$ cat src/rtl/alu_op_sched_pkg.sv
// Shared constants for the ALU operation scheduler: unit select codes
// carried in FUN[3:2] and the scheduler FSM state encoding.
package alu_op_sched_pkg;

  localparam logic [1:0] UNIT_ARITH = 2'b00;
  localparam logic [1:0] UNIT_LOGIC = 2'b01;
  localparam logic [1:0] UNIT_CMP   = 2'b10;
  localparam logic [1:0] UNIT_SHIFT = 2'b11;

  localparam int NUM_UNITS = 4;

  typedef enum logic [1:0] {
    IDLE = 2'd0,
    EXEC = 2'd1,
    CAPT = 2'd2,
    RESP = 2'd3
  } state_t;

  // One-hot enable vector for a unit select code (bit index = unit code).
  function automatic logic [NUM_UNITS-1:0] unit_onehot(input logic [1:0] unit);
    logic [NUM_UNITS-1:0] v;
    v = '0;
    v[unit] = 1'b1;
    return v;
  endfunction

endpackage

$ cat src/rtl/alu_op_sched_rr_arb2.sv
// Two-way round-robin grant logic. When both requesters are valid the one
// that was not granted last wins; a lone requester always wins.
module rr_arb2 (
  input  logic       i_valid0,
  input  logic       i_valid1,
  input  logic       i_last,
  output logic [1:0] o_grant,
  output logic       o_gnt_id
);

  // Grant decode: tie broken against the last granted id.
  always_comb begin
    o_grant  = 2'b00;
    o_gnt_id = 1'b0;
    if (i_valid0 && i_valid1) begin
      o_gnt_id = ~i_last;
      o_grant  = i_last ? 2'b01 : 2'b10;
    end else if (i_valid0) begin
      o_gnt_id = 1'b0;
      o_grant  = 2'b01;
    end else if (i_valid1) begin
      o_gnt_id = 1'b1;
      o_grant  = 2'b10;
    end
  end

endmodule

$ cat src/rtl/alu_op_sched.sv
// Two-requester scheduler sharing one ALU datapath (arith/logic/cmp/shift).
// One operation in flight at a time: IDLE -> EXEC -> CAPT -> RESP -> IDLE.
// Handshake rules: a command transfers on a rising edge where reqX_valid and
// reqX_ready are both high (ready is only ever high in IDLE, for the granted
// requester); a response transfers on a rising edge where resp_valid and
// resp_ready are both high, and resp_* hold stable until then.
module alu_op_sched
  import alu_op_sched_pkg::*;
#(
  parameter int WIDTH = 16,
  parameter int CNT_W = 8
) (
  input  logic             clock,
  input  logic             rest,
  input  logic             req0_valid,
  output logic             req0_ready,
  input  logic [WIDTH-1:0] req0_a,
  input  logic [WIDTH-1:0] req0_b,
  input  logic [3:0]       req0_fun,
  input  logic             req1_valid,
  output logic             req1_ready,
  input  logic [WIDTH-1:0] req1_a,
  input  logic [WIDTH-1:0] req1_b,
  input  logic [3:0]       req1_fun,
  output logic [WIDTH-1:0] alu_a,
  output logic [WIDTH-1:0] alu_b,
  output logic [3:0]       alu_fun,
  output logic             arith_en,
  output logic             logic_en,
  output logic             cmp_en,
  output logic             shift_en,
  input  logic [WIDTH-1:0] arith_out,
  input  logic [WIDTH-1:0] logic_out,
  input  logic [WIDTH-1:0] cmp_out,
  input  logic [WIDTH-1:0] shift_out,
  input  logic             arith_flag,
  input  logic             logic_flag,
  input  logic             cmp_flag,
  input  logic             shift_flag,
  output logic             resp_valid,
  input  logic             resp_ready,
  output logic             resp_id,
  output logic [WIDTH-1:0] resp_data,
  output logic             resp_flag,
  output logic             busy,
  output logic [CNT_W-1:0] op_count,
  output logic [1:0]       dbg_state
);

  state_t                 r_state;
  state_t                 w_state_nxt;
  logic                   r_rr_last;
  logic                   r_id_q;
  logic [WIDTH-1:0]       r_alu_a;
  logic [WIDTH-1:0]       r_alu_b;
  logic [3:0]             r_alu_fun;
  logic [NUM_UNITS-1:0]   r_en;
  logic                   r_resp_valid;
  logic                   r_resp_id;
  logic [WIDTH-1:0]       r_resp_data;
  logic                   r_resp_flag;
  logic [CNT_W-1:0]       r_op_count;

  logic [1:0]             w_grant;
  logic                   w_gnt_id;
  logic                   w_hs;
  logic                   w_resp_hs;
  logic [WIDTH-1:0]       w_in_a;
  logic [WIDTH-1:0]       w_in_b;
  logic [3:0]             w_in_fun;
  logic [WIDTH-1:0]       w_sel_out;
  logic                   w_sel_flag;

  rr_arb2 u_arb (
    .i_valid0 (req0_valid),
    .i_valid1 (req1_valid),
    .i_last   (r_rr_last),
    .o_grant  (w_grant),
    .o_gnt_id (w_gnt_id)
  );

  assign w_hs      = (r_state == IDLE) && (w_grant != 2'b00);
  assign w_resp_hs = r_resp_valid && resp_ready;
  assign w_in_a    = w_gnt_id ? req1_a   : req0_a;
  assign w_in_b    = w_gnt_id ? req1_b   : req0_b;
  assign w_in_fun  = w_gnt_id ? req1_fun : req0_fun;

  // Result mux keyed on the latched unit select.
  always_comb begin
    w_sel_out  = arith_out;
    w_sel_flag = arith_flag;
    case (r_alu_fun[3:2])
      UNIT_ARITH: begin w_sel_out = arith_out; w_sel_flag = arith_flag; end
      UNIT_LOGIC: begin w_sel_out = logic_out; w_sel_flag = logic_flag; end
      UNIT_CMP:   begin w_sel_out = cmp_out;   w_sel_flag = cmp_flag;   end
      default:    begin w_sel_out = shift_out; w_sel_flag = shift_flag; end
    endcase
  end

  // FSM state register.
  always_ff @(posedge clock or negedge rest) begin
    if (!rest) r_state <= IDLE;
    else       r_state <= w_state_nxt;
  end

  // FSM next-state: EXEC and CAPT are single cycles, RESP waits for the consumer.
  always_comb begin
    w_state_nxt = r_state;
    case (r_state)
      IDLE:    if (w_hs) w_state_nxt = EXEC;
      EXEC:    w_state_nxt = CAPT;
      CAPT:    w_state_nxt = RESP;
      RESP:    if (w_resp_hs) w_state_nxt = IDLE;
      default: w_state_nxt = IDLE;
    endcase
  end

  // FSM outputs: ready only toward the granted requester while IDLE.
  always_comb begin
    req0_ready = (r_state == IDLE) && w_grant[0];
    req1_ready = (r_state == IDLE) && w_grant[1];
    busy       = (r_state != IDLE);
    dbg_state  = r_state;
  end

  // Datapath: latch command, pulse the unit enable, capture and hand back the result.
  always_ff @(posedge clock or negedge rest) begin
    if (!rest) begin
      r_rr_last    <= 1'b1;
      r_id_q       <= 1'b0;
      r_alu_a      <= '0;
      r_alu_b      <= '0;
      r_alu_fun    <= '0;
      r_en         <= '0;
      r_resp_valid <= 1'b0;
      r_resp_id    <= 1'b0;
      r_resp_data  <= '0;
      r_resp_flag  <= 1'b0;
      r_op_count   <= '0;
    end else begin
      case (r_state)
        IDLE: begin
          if (w_hs) begin
            r_alu_a   <= w_in_a;
            r_alu_b   <= w_in_b;
            r_alu_fun <= w_in_fun;
            r_id_q    <= w_gnt_id;
            r_rr_last <= w_gnt_id;
            r_en      <= unit_onehot(w_in_fun[3:2]);
          end
        end
        EXEC: begin
          r_en <= '0;
        end
        CAPT: begin
          r_resp_data  <= w_sel_out;
          r_resp_flag  <= w_sel_flag;
          r_resp_id    <= r_id_q;
          r_resp_valid <= 1'b1;
        end
        RESP: begin
          if (w_resp_hs) begin
            r_resp_valid <= 1'b0;
            r_op_count   <= r_op_count + CNT_W'(1);
          end
        end
        default: r_en <= '0;
      endcase
    end
  end

  assign alu_a      = r_alu_a;
  assign alu_b      = r_alu_b;
  assign alu_fun    = r_alu_fun;
  assign arith_en   = r_en[UNIT_ARITH];
  assign logic_en   = r_en[UNIT_LOGIC];
  assign cmp_en     = r_en[UNIT_CMP];
  assign shift_en   = r_en[UNIT_SHIFT];
  assign resp_valid = r_resp_valid;
  assign resp_id    = r_resp_id;
  assign resp_data  = r_resp_data;
  assign resp_flag  = r_resp_flag;
  assign op_count   = r_op_count;

endmodule

$ cat config.mk
export PLATFORM = sky130hd
export DESIGN_NAME = alu_op_sched
export DESIGN_NICKNAME = d
export VERILOG_FILES = /design/src/rtl/alu_op_sched_pkg.sv /design/src/rtl/alu_op_sched_rr_arb2.sv /design/src/rtl/alu_op_sched.sv
export SDC_FILE = /design/constraint.sdc
export NUM_CORES = 1
export LEC_CHECK = 0
export ABC_CLOCK_PERIOD_IN_PS = 1700
export CAP_MARGIN = 20
export CORE_UTILIZATION = 30
export DETAILED_ROUTE_END_ITERATION = 10
export GPL_TIMING_DRIVEN = 1
export PLACE_DENSITY = 0.78
export SETUP_SLACK_MARGIN = 0.3
export SYNTH_ARGS = -nofsm -noshare
export SYNTH_HDL_FRONTEND = slang
export SYNTH_HIERARCHICAL = 1
export SYNTH_SLANG_ARGS = --single-unit
$ cat constraint.sdc
create_clock -name clock -period 1.7 [get_ports clock]
set_input_delay 0.17 -clock clock [delete_from_list [all_inputs] [get_ports clock]]
set_output_delay 0.17 -clock clock [all_outputs]
set_load 0.02 [all_outputs]
* Word level (Yosys, flattened, before mapping)
Cells that the tools add are included.
** Cells by class
- Muxes and demuxes :: 21
- Eq/ne operators :: 7
- Magnitude comparators :: 2
- Reduce and logical (&&, ||, !) cells :: 17
- Shifts and indexed selects :: 0
- Multipliers :: 0
- Divide/modulo/power cells :: 0
- Add/sub/neg operators :: 1
- Bitwise operators :: 1
** Operators with widths (count)
- 16-bit one-hot mux with 3 select lines :: 1
- 16-bit 2-to-1 mux :: 2
- 2-bit 2-to-1 mux :: 6
- 2-bit AND reduction :: 5
- 8-bit by 1-bit adder with 8-bit output, second input constant :: 1
- 4-bit 2-to-1 mux :: 2
- 2-bit one-hot mux with 4 select lines :: 1
- 4-bit one-hot mux with 2 select lines :: 1
- 2-bit nonzero test :: 4
- 2-bit equality test, second input constant :: 3
- 1-bit logical AND :: 6
- 1-bit 2-to-1 mux :: 5
- 2-bit by 1-bit equality test with 1-bit output, second input constant :: 2
- 2-bit zero test :: 2
- 2-bit != test, second input constant :: 2
- 2-bit by 3-bit less-than comparator with 1-bit output, second input constant :: 1
- 1-bit one-hot mux with 3 select lines :: 1
- 1-bit demux with 2-bit select :: 1
- 2-bit by 1-bit >= comparator with 1-bit output, second input constant :: 1
- 1-bit one-hot mux with 2 select lines :: 1
- 1-bit NOT :: 1
** Word-level totals
- Register bits after elaboration :: 71
- Output and inout port bits :: 72
- Memory bits (writable) :: 0
- Bits in latches :: 0
- Memories kept :: 0
- Bits in read-only memories :: 0

* Depth between registers and ports, before layout
Gate-level depths: netlist of the first run.
- Depth in word-level cells :: 10
- Gate-level depth with buffers :: 7

* By module
Netlist of the first run, hierarchy kept.
** Modules (own cells, without submodules)
- alu_op_sched :: instances 1, sequential area each 1778.0 um^2, cells an instance 286, area each 3590.9 um^2
- rr_arb2 :: instances 1, sequential area each 0.0 um^2, cells an instance 4, area each 26.3 um^2

* Least setup slack after synthesis of the first run
No wires, ideal clock.
- Path kind :: register to register
- Start :: register r_state[0] (netlist: dbg_state[0])
- End :: register r_alu_a[0] (netlist: alu_a[0])
- Path buffers :: 2
- Slack :: -21 ps
- Cell stages (with the launch flop) :: 8
- Required time :: 1617 ps
- Setup time :: 83 ps
- Data arrival time :: 1638 ps
- Cell sequence :: dfrtp_1 inv_1 ha_1 o21ai_0 clkbuf_1 clkbuf_1 nand2_1 o21ai_0
** On the way
- Word-level cells in the longest chain between the ends :: 3
** RTL lines
- from (decl) :: line alu_op_sched.sv:50 : state_t r_state;
- from (signal assigned) :: line alu_op_sched.sv:103 : else r_state <= w_state_nxt;
- 2-bit zero test * :: line alu_op_sched.sv:82, alu_op_sched.sv:141
- 1-bit logical AND :: line alu_op_sched.sv:82 : assign w_hs = (r_state == IDLE) && (w_grant != 2'b00);
- 2-bit AND reduction (no source line) *
- to (signal assigned) :: line alu_op_sched.sv:144 : r_alu_a <= w_in_a;
- to (decl) :: line alu_op_sched.sv:54 : logic [WIDTH-1:0] r_alu_a;
Every way passes the cells marked *; elsewhere a longest branch is shown, timed or not.
A chain may end at the register's enable or synchronous reset.

* Worst setup path in the final report of the first run
- Start :: register r_rr_last
- End :: register r_alu_b[15] (netlist: alu_b[15])
** On the way
- Elaborated cells on any way between the ends :: 8
- Those cells by class :: mux: 4; bitwise: 1; reduce/logical: 3
** RTL lines
- from (decl) :: line alu_op_sched.sv:52 : logic r_rr_last;
- from (signal assigned) :: line alu_op_sched.sv:148 : r_rr_last <= w_gnt_id;
- 1-bit NOT :: line alu_op_sched_rr_arb2.sv:16 : o_gnt_id = ~i_last;
- 1-bit 2-to-1 mux :: line alu_op_sched_rr_arb2.sv:15 : if (i_valid0 && i_valid1) begin
- named net w_gnt_id :: line alu_op_sched.sv:65 : logic w_gnt_id;
- 16-bit 2-to-1 mux :: line alu_op_sched.sv:85 : assign w_in_b = w_gnt_id ? req1_b : req0_b;
- to (signal assigned) :: line alu_op_sched.sv:145 : r_alu_b <= w_in_b;
- to (decl) :: line alu_op_sched.sv:55 : logic [WIDTH-1:0] r_alu_b;
The timed path passes the listed nets, and every way through them passes these cells.

==> out/results.ini, run 1 <==
[logic_synthesis]
ys.flop_type=dfrtp_1
avgSynthCellArea_um2=12.5
synth.most_common_cell=dfrtp_1
synth.largest_area_cell=dfrtp_1
ys_warn_count=6
synth_common_cells=70 x dfrtp_1, 42 x nand2_1, 37 x mux2i_1, 37 x o21ai_0, 13 x mux2_2
ys_seq_area_share_pct=49.2
synth.net_count=441
synth.distinct_cells=34
synth_edf_count=0
ys_async_sr_fraction_pct=100
syn_area_um2=3620
synthTopCellsByArea=dfrtp_1 48%, mux2i_1 10%, mux4_1 6.5%, o21ai_0 5.1%, mux4_2 5.0%
synth_top_area_share_pct=48.4
syn_inst=290
synth-seq-cells=71

[global_route]
gr-total-overflow=0
grt_max_degree=71
grt_usage_pct=18.9
antenna_found_initial=0
grt_pass1_vias=3480
grt_pass1_wl_um=18300

[timing]
hold_violations=0
finalSetupViolCount=0
fmax_ghz=0.636
tightest_slew_ps=574
skew_ps=6.79
finalCritPeriodShare_pct=92.5
maxSlewViolCount=0
rsz0062_at_grt=true
slew_headroom_pct=61.7
timing.hold.ws_ps=407
min_period_ps=1570

[run]
max_cap_viol_count=0

[die]
die_h_um=112
ioPinCount=217
rows=39
core-area_um2=11600
start_util_pct=31.3
die_w_um=112
dieArea_um2=12500

[critical_path]
path_delay_family=flip-flops
crit_buf_inv=3
cp-end-kind=flop
crit_type=reg -> reg
crit_chain=a21boi_4, buf_6, o21ai_4, buf_12, clkbuf_16, nand2_1, o21ai_1
worst_path_max_delay_cell=dfstp_2
crit_fanout=9
critical_path_arrival_ps=1810
r2r_slack_ps=130
critical_path.max_stage_delay_ps=580
cp.required_ps=1940
start_kind=flop

[layout]
drive_gt1_share_pct=22.7
area_delta_synth_final_pct=88.1
layout.nets=693
postLayoutCoreUtil_pct=58.8
n_antenna_cell=0
nFillCells=989

[clock_tree]
clkTransAtPathRegs_ps=60
cts_tree=built
cts.sinks=71
cts_made_buffers=9
cts-root-buf=clkbuf_16
htreeDepth=3
cts.path.max_buffers=2
clkLatencyLatePin_ps=320

[drt]
drt_iter0_markers=139
routed_wl_um=12900
wl_per_cell_um=18.7
dr_total_vias=3352
antenna_left=0
drcViolationCount=20
vias_per_cell=4.86
first_pass_iters=8

[place]
place.gp.congestion=0.735
port_buffers=216
place_hpwl_um=8580

[power_and_ir_drop]
pwr_density_cell_nw_per_um2=1660
total_leakage_power_nw=3.12
ir_drop_v=0.000677

[outcome]
status=complete, but fails checks
violations=design-rule violations

[worst_hold_path]
hold_path_class=in -> async

[path summary, 6_finish.rpt]
path,from,endpoint,depth (start not counted)
setup / recovery,r_rr_last,alu_b[15],7
hold / removal,rest,op_count[6],2
setup reg to reg,r_rr_last,alu_b[15],7
hold reg to reg,op_count[7],op_count[7],1
max in group asynchronous,rest,resp_data[0],3
min in group clock,op_count[7],op_count[7],1
[registers in the layout (all words and copies together), names as in the netlist]
signal / count
alu_a: 16
alu_b: 16
alu_fun: 4
dbg_state: 2
op_count: 8
r_en: 4
r_id_q: 1
r_rr_last: 1
resp_data: 16
resp_flag: 1
resp_id: 1
resp_valid: 1
[kinds of logic (layout without fill, tap and decap cells)]
logic type | after synthesis | after routing | synth area share, %
AOI/OAI and AO/OA | 47 | 47 | 7.30
muxes | 75 | 75 | 29.1
and+or+nand+nor | 60 | 60 | 7.06
xor gates and xnor gates | 7 | 7 | 1.69
buffers and inverters | 24 | 281 | 3.60
adders and majority gates | 6 | 6 | 2.08
DFF | 71 | 71 | 49.2
[power by group]
group | switching (W) | internal, W | leakage, nW
combinational | 0.00308 | 0.00339 | 2.11
sequential | 0.000548 | 0.00250 | 0.871
clock | 0.000700 | 0.00106 | 0.136
[routing by layer]
| layer | vias to the layer above | GRT usage [%] | part of all wire, % |
|---|---|---|---|
| li1 | 1551 | - | - |
| met1 | 1616 | 20.1 | 36 |
| met2 | 175 | 34.6 | 52 |
| met3 | 10 | 6.59 | 11 |
| met4 | 0 | 6.67 | 1.4 |
| met5 | - | 0 | 0 |
[cell type report]
cell class / instances / area [um2] / area share [%]
Clock buffer: 13 / 260 / 3.83
Clock inverter: 3 / 17.5 / 0.257
Inverter: 5 / 27.5 / 0.405
Multi-Input combinational cell: 195 / 1840 / 27.1
Sequential cell: 71 / 1780 / 26.2
Tap cell: 143 / 179 / 2.63
Timing Repair Buffer: 260 / 2700 / 39.6
[per-stage QoR]
step	instances	setup WS, ps	power (W)	TNS (ps)	instance area [um2]
after global placement	646	-139	0.00864	-1930	6120
after detailed placement	646	-212	0.00883	-4490	6120
after global routing	690	82.4	0.0119	0	6800
final	690	128	0.0113	0	6800
after CTS	678	128	0.0107	0	6540
after floorplan	290	129	0.00625	0	3750
[layout by cell type (no fill, tap or decap), types with 3 or more instances in the layout]
cell type	count
ha_1	3
o21ai_1	19
nand2_1	41
dlygate4sd2_1	66
xnor2_1	3
buf_16	4
mux4_2	15
nor2_1	4
buf_4	18
clkdlybuf4s50_1	143
mux2_2	9
ha_4	3
nand3_1	3
mux2_4	12
mux2i_1	36
xor2_1	4
dfrtp_2	4
o21ai_0	17
a22o_1	4
clkbuf_16	13
buf_12	8
buf_6	12
dfrtp_1	66
[timing repair]
action | CTS | global route
pin swaps | 8 | 5
setup endpoints to repair | 132 | 74
endpoints found under the hold margin | 40 | 0
buffers inserted | 12 | 4
hold buffers | 1 | 0
resized for setup | 104 | 50
cloned | 3 | 8
No activity file was read; power rests on OpenSTA's default activity.
==> inputs of run 2 (changes only) <==
--- a/config.mk
+++ b/config.mk
@@ -5,12 +5,12 @@
 export SDC_FILE = /design/constraint.sdc
 export NUM_CORES = 1
 export LEC_CHECK = 0
-export ABC_CLOCK_PERIOD_IN_PS = 1700
+export ABC_CLOCK_PERIOD_IN_PS = 1900
 export CAP_MARGIN = 20
 export CORE_UTILIZATION = 30
 export DETAILED_ROUTE_END_ITERATION = 10
 export GPL_TIMING_DRIVEN = 1
-export PLACE_DENSITY = 0.78
+export PLACE_DENSITY = 0.76
 export SETUP_SLACK_MARGIN = 0.3
 export SYNTH_ARGS = -nofsm -noshare
 export SYNTH_HDL_FRONTEND = slang
==> constraint.sdc (replaced) <==
create_clock -name clock -period 1.9 [get_ports clock]
set_input_delay 0.19 -clock clock [delete_from_list [all_inputs] [get_ports clock]]
set_output_delay 0.19 -clock clock [all_outputs]
set_load 0.02 [all_outputs]
==> out/results.ini, run 2 (same netlist as run 1, synthesis figures left out) <==
[die]
core-area_um2=11600
dieArea_um2=12500
ioPinCount=217
die_h_um=112
rows=39
start_util_pct=31.3
die_w_um=112

[timing]
fmax_ghz=0.620
maxSlewViolCount=0
timing.hold.ws_ps=397
finalWorstSetupSlack_ps=288
hold_violations=0
skew_ps=6.80
tightest_slew_ps=537
rsz0062_at_grt=true
finalSetupViolCount=0
finalCritPeriodShare_pct=84.8
slew_headroom_pct=64.2
min_period_ps=1610

[drt]
vias_per_cell=4.81
drcViolationCount=20
wl_per_cell_um=15.8
antenna_left=0
dr_total_vias=3199
drt_iter0_markers=102
routed_wl_um=10500
first_pass_iters=7

[layout]
layout.nets=668
layout_common_cells=201 x clkdlybuf4s50_1, 69 x dfrtp_1, 42 x nand2_1, 37 x mux2i_1, 34 x o21ai_0
layout_commonest_cell=clkdlybuf4s50_1
area_delta_synth_final_pct=77.1
drive_gt1_share_pct=14.9
n_antenna_cell=0
nFillCells=989

[clock_tree]
clkTransAtPathRegs_ps=60
cts-root-buf=clkbuf_16
cts_made_buffers=9
cts.sinks=71
htreeDepth=3
cts_tree=built
clkLatencyLatePin_ps=330
cts.path.max_buffers=2

[power_and_ir_drop]
total_leakage_power_nw=2.84
p_sw_share_pct=36.8
ir_drop_v=0.000619
power_frac_seq_pct=28.2
intPower_w=0.00595
pwr-share-comb_pct=53.7
switching_power_w=0.00347
pwr_density_cell_nw_per_um2=1470
clock_power_share_pct=18.1

[global_route]
grt_usage_pct=16.7
grt_pass1_wl_um=16300
gr-total-overflow=0
antenna_found_initial=0
grt_pass1_vias=3317
grt_max_degree=45

[place]
port_buffers=216
pre_cts_ws_ps=-42.6
place_hpwl_um=8230
place.gp.congestion=0.717

[critical_path]
crit_chain=inv_1, a21boi_2, and2_1, buf_2
critical_path_arrival_ps=1420
start_kind=flop
cp.required_ps=1710
cp-end-kind=output pin
crit_type=reg -> out
critical_path.max_stage_delay_ps=570
crit_fanout=3
worst_path_max_delay_cell=dfstp_2

[run]
max_cap_viol_count=0

[worst_hold_path]
hold_path_class=in -> async

[outcome]
violations=design-rule violations
status=complete, but fails checks

==> run 2: layer usage <==
layer / track usage, % / share of wire [%] / vias to the layer above
met4: 5.95 / 1.3 / 0
met3: 6.21 / 11 / 9
met1: 17.8 / 37 / 1532
met2: 30.2 / 51 / 148
met5: 0 / 0 / -
li1: - / - / 1510
==> run 2: worst max-delay path: cells and delay by family (launching register included) <==
kind	cells	cell delay, ps
DFF	1	570
buffers and inverters	2	210
AOI/OAI and AO/OA	1	170
and+or+nand+nor	1	140
==> run 2: power by group through the flow <==
stage	Clock (W)	Sequential [W]	Combinational, W
after CTS	0.00175	0.00267	0.00504
after floorplan	0	0.00345	0.00193
after global routing	0.00182	0.00275	0.00544
after global placement	0	0.00264	0.00495
final	0.00171	0.00266	0.00505
after detailed placement	0	0.00269	0.00504
==> run 2: cell type report <==
cell class,count,area (um2),area share [%]
multi-input combinational,195,1770,27.6
timing repair buffer,235,2360,36.8
inverter,5,18.8,0.293
clock inverter,6,68.8,1.07
sequential,71,1780,27.8
tap,143,179,2.79
clock buffer,10,239,3.73
==> run 2: worst paths after layout <==
kind / depth (start not counted) / slack (ps) / start / end
setup / recovery: 4 / 290 / r_rr_last / req0_ready
min in group clock: 2 / 480 / alu_a[14] / alu_a[14]
setup reg to reg: 8 / 290 / r_rr_last / alu_b[8]
hold / removal: 2 / 400 / rest / resp_data[4]
max in group asynchronous: 3 / 860 / rest / alu_b[5]
hold reg to reg: 2 / 480 / alu_a[14] / alu_a[14]
==> run 2: through the flow <==
step                      instance area [um2]  TNS, ps  util [%]  cells  total power [W]
final                                    6410        0      55.4    665          0.00942
after global routing                     6410        0      55.4    665           0.0100
after CTS                                6360        0      55.0    663          0.00946
after detailed placement                 6030    -42.6      52.1    646          0.00772
after global placement                   6030        0      52.1    646          0.00760
after floorplan                          3630        0         -    290          0.00538
==> run 2: repair_timing <==
item,in CTS,in global routing
pin swaps,0,1
endpoints found under the hold margin,39,0
setup endpoints to repair,29,23
gates cloned,0,1
gates resized for setup,20,14
hold buffers,1,0
setup buffers,0,1
==> inputs of run 3 (changes only) <==
--- a/config.mk
+++ b/config.mk
@@ -5,12 +5,12 @@
 export SDC_FILE = /design/constraint.sdc
 export NUM_CORES = 1
 export LEC_CHECK = 0
-export ABC_CLOCK_PERIOD_IN_PS = 1900
+export ABC_CLOCK_PERIOD_IN_PS = 1300
 export CAP_MARGIN = 20
 export CORE_UTILIZATION = 30
 export DETAILED_ROUTE_END_ITERATION = 10
 export GPL_TIMING_DRIVEN = 1
-export PLACE_DENSITY = 0.76
+export PLACE_DENSITY = 0.78
 export SETUP_SLACK_MARGIN = 0.3
 export SYNTH_ARGS = -nofsm -noshare
 export SYNTH_HDL_FRONTEND = slang
==> constraint.sdc (replaced) <==
create_clock -name clock -period 1.3 [get_ports clock]
set_input_delay 0.13 -clock clock [delete_from_list [all_inputs] [get_ports clock]]
set_output_delay 0.13 -clock clock [all_outputs]
set_load 0.02 [all_outputs]
==> out/results.ini, run 3 (same netlist as run 1, synthesis figures left out) <==
[clock_tree]
clkTransAtPathRegs_ps=60
cts_tree=built
clkLatencyLatePin_ps=330
htreeDepth=3
cts-root-buf=clkbuf_16
cts.path.max_buffers=2
cts_made_buffers=9
cts.sinks=71

[timing]
skew_ps=10.3
finalSetupViolCount=73
rsz0062_at_grt=true
maxSlewViolCount=0
timing.hold.ws_ps=299
fmax_ghz=0.590
min_period_ps=1690
finalWorstSetupSlack_ps=-395
finalCritPeriodShare_pct=130
totalNegativeSetupSlack_ps=-18980
hold_violations=0
slew_headroom_pct=77.9
tightest_slew_ps=330

[critical_path]
critical_path_arrival_ps=1910
crit_fanout=7
critical_path.max_stage_delay_ps=580
crit_buf_inv=5
cp-end-kind=flop
worst_path_max_delay_cell=dfstp_2
r2r_start=r_rr_last
start_kind=flop
crit_chain=a21boi_4, buf_6, buf_6, o21ai_4, buf_12, buf_12, clkbuf_16, o21ai_1
cp.required_ps=1510
crit_type=reg -> reg
worstSetupStartpoint=r_rr_last
path_delay_family=buffers and inverters

[drt]
dr_total_vias=3711
met3WireLength_um=779
wl_met2_um=7830
wl_per_cell_um=18.4
drcViolationCount=14
vias_per_cell=4.86
first_pass_iters=8
highest_layer=met5
drt-met1-wl_um=5090
antenna_left=0
routed_wl_um=14000
drt_iter0_markers=137

[die]
core-area_um2=11600
die_w_um=112
rows=39
start_util_pct=31.3
die_h_um=112
ioPinCount=217
dieArea_um2=12500

[global_route]
antenna_found_initial=1
gr-total-overflow=0
grt_usage_pct=20.8
grt_pass1_wl_um=20200
grt_pass1_vias=3909
grt_max_degree=45

[power_and_ir_drop]
pwr_density_cell_nw_per_um2=2360
p_total_w=0.0193
switching_power_w=0.00705
power_frac_seq_pct=21.6
total_leakage_power_nw=3.75
clock_power_share_pct=13.5
p_sw_share_pct=36.5
ir_drop_v=0.00105
intPower_w=0.0122
pwr-share-comb_pct=64.9

[worst_hold_path]
hold_path_class=in -> async

[layout]
postLayoutCoreUtil_pct=70.7
seq_area_um2=1790
area_delta_synth_final_pct=126
drive_gt1_share_pct=55.3
layout_commonest_cell=clkdlybuf4s50_1
n_antenna_cell=0
multi_input_area_um2=2230
layout.nets=766
layout_common_cells=143 x clkdlybuf4s50_1, 93 x buf_6, 67 x buf_4, 64 x dfrtp_1, 35 x mux2i_1
instances_no_fill=763
nFillCells=786

[outcome]
violations=design-rule violations, negative setup slack
status=complete, but fails checks

[run]
max_cap_viol_count=0

[place]
place.gp.congestion=0.736
place_hpwl_um=8290
port_buffers=216
placed_cells=661

## run 3: cell count changes in the layout (fill, tap and decap cells not counted), moves of 17 or more
cell / change
nand2_2: +19
buf_4: +53
o21ai_2: +27
o21ai_0: -34
clkdlybuf4s50_1: -58
buf_6: +93
nand2_4: +17
nand2_1: -36
## run 3: stage by stage
| step | setup WS, ps | instance area [um2] |
|---|---|---|
| final | -395 | 8180 |
| after global routing | -418 | 8180 |
| after CTS | -356 | 7590 |
| after detailed placement | -654 | 6310 |
| after global placement | -529 | 6310 |
| after floorplan | -271 | 3840 |
## run 3: power groups by stage
stage	Sequential (W)	Combinational [W]	Clock, W
4_1_cts	0.00406	0.0110	0.00263
3_5_place_dp	0.00392	0.00803	0
5_1_grt	0.00430	0.0131	0.00273
2_1_floorplan	0.00510	0.00333	0
6_report	0.00417	0.0125	0.00260
3_3_place_gp	0.00387	0.00785	0
## run 3: worst min-delay path, stage by stage
cell and delay, ps:
dlygate4sd3_1 520, buf_4 140, buf_12 180
## run 3: repair_timing
item / 4_1_cts / 5_1_grt
cloned: 11 / 3
hold buffers: 1 / 0
resized for setup: 490 / 95
pin swaps: 24 / 32
buffers inserted: 49 / 22
endpoints found under the setup margin: 143 / 143
hold endpoints to repair: 70 / 0
## run 3: final timing paths
| kind | cells past startpoint | to | slack [ps] |
|---|---|---|---|
| max | 8 | alu_b[14] | -390 |
| min | 3 | resp_flag | 300 |
| max reg2reg | 8 | alu_b[14] | -390 |
| min reg2reg | 2 | alu_b[14] | 500 |
| max in group asynchronous | 3 | r_rr_last | 690 |
| min in group clock | 3 | alu_b[3] | 450 |
## run 3: area by class of cell
type                    instances  share of cell area, %
inverters                       5                  0.306
clock buffers                  12                   3.26
multi-input cells             195                   27.3
flip-flops and latches         71                   21.8
repair buffers                333                   44.5
well taps                     143                   2.19
clock inverters                 4                  0.627
## run 3: layer usage
metal  global-route usage (%)  vias up
li1                         -     1704
met1                     22.3     1842
met2                     40.4      136
met3                     4.90       27
met4                     5.68        2
met5                        0        -
